[src/rtl/regfile_mp_scoreboard.sv]
// Multi-port integer register file with a pending-write scoreboard.
// Storage is cleared by a one-entry-per-cycle sweep after reset or on clr_req,
// so the array itself carries no reset and can map onto RAM-style storage.
//
// Handshake: there is no valid/ready pairing on the write or issue strobes.
// "ready" is a status flag. While it is 0 (sweep running), wr_en and issue_en
// are dropped, and every read port returns data 0 and busy 0. While it is 1,
// every strobe presented at a rising edge takes effect at that edge.
module regfile_mp_scoreboard #(
  parameter int XLEN     = 32,
  parameter int NREGS    = 32,
  parameter int AW       = $clog2(NREGS),
  parameter int NRD      = 2,
  parameter int ZERO_REG = 1
) (
  input  logic              clk,
  input  logic              reset,
  input  logic              clr_req,
  output logic              ready,
  input  logic              wr_en,
  input  logic [AW-1:0]     wr_addr,
  input  logic [XLEN-1:0]   wr_data,
  input  logic [NRD*AW-1:0] rd_addr,
  output logic [NRD*XLEN-1:0] rd_data,
  input  logic              issue_en,
  input  logic [AW-1:0]     issue_rd,
  output logic [NRD-1:0]    rd_busy
);

  typedef enum logic {
    ST_CLEAR = 1'b0,
    ST_RUN   = 1'b1
  } state_t;

  // One extra bit so NREGS itself is representable when NREGS == 2**AW.
  localparam logic [AW:0]   NREGS_W  = NREGS[AW:0];
  localparam logic [AW-1:0] LAST_IDX = AW'(NREGS - 1);
  localparam logic          ZERO_ON  = (ZERO_REG != 0);

  state_t            state;
  logic [AW-1:0]     clr_idx;
  logic [XLEN-1:0]   regs [NREGS];
  logic [NREGS-1:0]  busy;

  logic              wr_legal;
  logic              issue_legal;
  logic              we_eff;
  logic              issue_eff;

  // An index is usable if it is in range and is not the hardwired-zero register.
  assign wr_legal    = ({1'b0, wr_addr} < NREGS_W) && !(ZERO_ON && (wr_addr == '0));
  assign issue_legal = ({1'b0, issue_rd} < NREGS_W) && !(ZERO_ON && (issue_rd == '0));
  assign we_eff      = ready && wr_en && wr_legal;
  assign issue_eff   = ready && issue_en && issue_legal;

  // Control FSM: clear sweep, then run; clr_req restarts the sweep from entry 0.
  always_ff @(posedge clk or posedge reset) begin
    if (reset) begin
      state   <= ST_CLEAR;
      clr_idx <= '0;
      ready   <= 1'b0;
    end else begin
      case (state)
        ST_CLEAR: begin
          if (clr_req) begin
            clr_idx <= '0;
          end else if (clr_idx == LAST_IDX) begin
            clr_idx <= '0;
            state   <= ST_RUN;
            ready   <= 1'b1;
          end else begin
            clr_idx <= clr_idx + 1'b1;
          end
        end
        ST_RUN: begin
          if (clr_req) begin
            clr_idx <= '0;
            state   <= ST_CLEAR;
            ready   <= 1'b0;
          end
        end
        default: begin
          state   <= ST_CLEAR;
          clr_idx <= '0;
          ready   <= 1'b0;
        end
      endcase
    end
  end

  // Storage: the sweep zeroes one entry per cycle, otherwise the single write port updates.
  always_ff @(posedge clk) begin
    if (state == ST_CLEAR) begin
      regs[clr_idx] <= '0;
    end else if (we_eff) begin
      regs[wr_addr] <= wr_data;
    end
  end

  // Scoreboard: issue sets busy, a write clears it, and set wins when both hit one register.
  always_ff @(posedge clk or posedge reset) begin
    if (reset) begin
      busy <= '0;
    end else if (!ready || clr_req) begin
      busy <= '0;
    end else begin
      for (int r = 0; r < NREGS; r++) begin
        if (issue_eff && (issue_rd == AW'(r))) begin
          busy[r] <= 1'b1;
        end else if (we_eff && (wr_addr == AW'(r))) begin
          busy[r] <= 1'b0;
        end
      end
    end
  end

  // Read ports: zero-latency, with the same-cycle write forwarded and its busy bit masked.
  always_comb begin
    logic [AW-1:0] a;
    logic          legal;
    logic          hit;
    rd_data = '0;
    rd_busy = '0;
    a       = '0;
    legal   = 1'b0;
    hit     = 1'b0;
    for (int k = 0; k < NRD; k++) begin
      a     = rd_addr[k*AW +: AW];
      legal = ({1'b0, a} < NREGS_W) && !(ZERO_ON && (a == '0));
      hit   = we_eff && (wr_addr == a);
      if (ready && legal) begin
        rd_data[k*XLEN +: XLEN] = hit ? wr_data : regs[a];
        rd_busy[k]              = busy[a] && !hit;
      end
    end
  end

endmodule

[config.mk]
export PLATFORM = sky130hd
export DESIGN_NAME = regfile_mp_scoreboard
export DESIGN_NICKNAME = d
export VERILOG_FILES = /design/src/rtl/regfile_mp_scoreboard.sv
export SDC_FILE = /design/constraint.sdc
export NUM_CORES = 1
export LEC_CHECK = 0
export BUFFER_PORTS_ARGS = -buffer_cell sky130_fd_sc_hd__buf_4
export CORE_MARGIN = 2
export CORE_UTILIZATION = 57
export DETAILED_ROUTE_END_ITERATION = 8
export GPL_TIMING_DRIVEN = 0
export PLACE_DENSITY_LB_ADDON = 0.12
export SYNTH_ARGS = -nofsm -noshare
export SYNTH_HDL_FRONTEND = slang
export SYNTH_SLANG_ARGS = --single-unit
[constraint.sdc]
create_clock -name clk -period 3.8 [get_ports clk]
set_input_delay 0.76 -clock clk [delete_from_list [all_inputs] [get_ports clk]]
set_output_delay 0.76 -clock clk [all_outputs]
set_load 0.02 [all_outputs]
==> flow_metrics.env <==
export IMPL_status="complete, but fails checks"
export IMPL_violations="negative setup slack"
export IMPL_yosys_register_bits=1063
export IMPL_r2r_slack_ns=0.17
export IMPL_synth_edff_count=1024
export IMPL_peakVddDrop_mv=0.430
export IMPL_min_period_ns=3.98
export IMPL_timing_fmax_ghz=0.251
export IMPL_root_buffer="clkbuf_16"
export IMPL_yosys_area_share_xor_xnor=0.00175
export IMPL_place_ws_ns=-1.43
export IMPL_dp_hpwl_um=133000
export IMPL_synth_cells=2720
export IMPL_grt_pass1_vias=32291
export IMPL_final_cell_mix="edfxtp_1, mux4_2, buf_4"
export IMPL_hold_violations=0
export IMPL_drc=0
export IMPL_crit_type="in2out"
export IMPL_clk_path_buf_depth=3
export IMPL_placed_cell_area_um2=53500
export IMPL_pwr_density_cell_nw_per_um2=434
export IMPL_antenna_found_initial=8
export IMPL_finalInstanceArea_um2=58500
export IMPL_worstPathArrival_ns=3.22
export IMPL_final_common_cell="edfxtp_1"
export IMPL_grt_max_degree=40
export IMPL_synth_compound_gate_area_share=0.0625
export IMPL_setup_slack_ns=-0.185
export IMPL_placedCellCount=4029
export IMPL_postCtsHoldBufs=0
export IMPL_crit_cells=7
export IMPL_numClockSinks=1063
export IMPL_synth_simple_gate_area_share=0.0322
export IMPL_detail_route_wl_per_cell_um=45.5
export IMPL_power_total_mw=25.4
export IMPL_num_rows=108
export IMPL_start_util=0.576
export IMPL_finalNonFillerCells=4247
export IMPL_fin_setup_tns_ns=-2.88
export IMPL_cts_tree="done"
export IMPL_nets=3058
export IMPL_critPathSlowestCell="clkbuf_4"
export IMPL_ys_seq_area_frac=0.634
export IMPL_first_pass_iters=8
export IMPL_grt_usage=0.430
export IMPL_slew_violations=0
export IMPL_die_x_um=300
export IMPL_path_max_fanout=10
export IMPL_min_path_type="in2async"
export IMPL_area_delta_synth_final_pct=16.8
export IMPL_ant_nets=0
export IMPL_critPathLaunchType="primary input"
export IMPL_crit_buf_inv=4
export IMPL_finClkSkew_ns=0.0437
export IMPL_portBuffers=115
export IMPL_vias=33821
export IMPL_synth_cell_types=52
export IMPL_synth_fa_ha_area_frac=0.000500
export IMPL_grt_overflow_total=0
export IMPL_r2r_end="regs[16][23]$_DFFE_PP_"
export IMPL_routed_wl_um=193000
export IMPL_r2r_start="ready$_DFFE_PP0P_"
export IMPL_clk_pin_slew_ns=0.06
export IMPL_drtIter0Drc=5855
export IMPL_yosysWarnings=0
export IMPL_io_pins=124
export IMPL_synthesis_area_um2=50100
export IMPL_gp_congestion=1.02
export IMPL_drv_cap=0
export IMPL_synthFlopType="edfxtp_1"
export IMPL_die_height_um=300
export IMPL_synthMuxAreaShare=0.246
export IMPL_cp_data_required_time_ns=3.04
export IMPL_max_stage_delay_ns=0.48
export IMPL_crit_family="buffers and inverters"
export IMPL_viasPerCell=7.96
export IMPL_core_area_um2=86900
export IMPL_relSlewSlack=0.0414
export IMPL_drive_gt1_frac=0.367
export IMPL_dieArea_um2=90200
export IMPL_cts_buffers_inserted=107
export IMPL_synth_top_family_by_area="multiplexers"
export IMPL_synthArstFlopShare=0.0367
export IMPL_tightest_slew_ns=1.44
export IMPL_cts_max_level=3
export IMPL_crit_start="rd_addr[4]"
export IMPL_worstSetupEndpoint="rd_data[23]"
export IMPL_cp_end_kind="output pin"
export IMPL_synth_fp_nets=2779
export IMPL_synth_area_per_cell_um2=18.4
export IMPL_grt_pass1_wl_um=262000
export IMPL_setup_violations=45
export IMPL_clk_latency_ns=0.72
export IMPL_leakage_nw=21.7
export IMPL_path_cells="clkbuf_1, clkbuf_4, clkbuf_2, o221ai_1, a221oi_4, o21ai_1, buf_4"
export IMPL_reg2reg_depth=4
export IMPL_period_share=1.05
state kept, by name, indices dropped and copies added, names as in the netlist:
name     flops
busy        32
ready        1
state        1
clr_idx      5
regs      1024
area by class of cell:
cell class | count | area, µm²
Sequential cell | 1063 | 31700
Fill cell | 5655 | 28400
Multi-Input combinational cell | 1425 | 18100
Clock buffer | 134 | 2820
Buffer | 218 | 1950
Timing Repair Buffer | 178 | 1900
Tap cell | 1155 | 1450
Clock inverter | 65 | 528
Inverter | 6 | 22.5
Antenna cell | 3 | 7.51
report_power, final:
| part | internal (mW) | switching (mW) | leakage (nW) |
|---|---|---|---|
| Clock | 5.73 | 4.64 | 1.64 |
| Sequential | 12.8 | 0.0552 | 12.0 |
| Combinational | 0.754 | 1.41 | 8.03 |
| Total | 19.3 | 6.11 | 21.7 |
what timing repair did:
action                                  CTS  global route
endpoints found under the setup margin   66            61
pin swaps                                 3             6
gates resized for setup                 414            79
buffers inserted                          5            18
worst min path at each step:
stage / slack (ns) / start / endpoint
2_1_floorplan: 0.48 / busy[0]$_DFFE_PP0P_ / busy[0]$_DFFE_PP0P_
3_5_place_dp: 0.53 / busy[0]$_DFFE_PP0P_ / busy[0]$_DFFE_PP0P_
6_report: 0.26 / reset / busy[21]$_DFFE_PP0P_
4_1_cts: 0.28 / reset / busy[1]$_DFFE_PP0P_
5_1_grt: 0.34 / reset / busy[21]$_DFFE_PP0P_
3_3_place_gp: 0.53 / busy[0]$_DFFE_PP0P_ / busy[0]$_DFFE_PP0P_
synthesized netlist by cell type (18+ instances only):
cell type / number / area, µm²
a21oi_1: 40 / 200
dfrtp_1: 39 / 976
nand2_1: 120 / 450
mux4_1: 25 / 657
a211oi_1: 32 / 240
buf_4: 22 / 165
mux2i_1: 160 / 1600
buf_1: 22 / 82.6
a22o_1: 27 / 236
mux4_2: 431 / 9710
a32o_1: 27 / 270
and3_1: 35 / 219
nor4_1: 27 / 169
o221ai_1: 31 / 272
nand2b_1: 18 / 113
clkbuf_1: 106 / 398
edfxtp_1: 1024 / 30700
nor2_1: 51 / 191
a22oi_1: 45 / 338
o22ai_1: 145 / 907
buf_2: 55 / 275
a221o_1: 21 / 210
mux2_2: 31 / 349
o21ai_0: 51 / 255
buf_6: 20 / 225
per-layer routing:
layer	GRT usage	wire length, µm	vias up
li1	-	-	12350
met1	0.564	64900	17337
met2	0.616	83300	3439
met3	0.157	29900	689
met4	0.272	15100	6
met5	0	29	-
through the flow:
| step | hold WS (ns) | utilization |
|---|---|---|
| after global routing | 0.343 | 0.673 |
| after global placement | 0.527 | 0.603 |
| after detailed placement | 0.531 | 0.616 |
| final | 0.263 | 0.673 |
| after CTS | 0.279 | 0.669 |
| after floorplan | 0.482 | - |
worst reg2reg max path: cells and delay by family, from the launching register on:
kind | cells | cell delay, ns
AND/OR/NAND/NOR | 3 | 2.04
buffers and inverters | 1 | 0.72
flip-flops | 1 | 0.47
logic make-up after synthesis:
family | Yosys count
DFF | 1063
AOI/OAI and AO/OA | 442
muxes | 647
adders and majority gates | 2
xor gates and xnor gates | 10
and+or+nand+nor | 324
buffers and inverters | 232
Power figures use the tool's default switching activity.
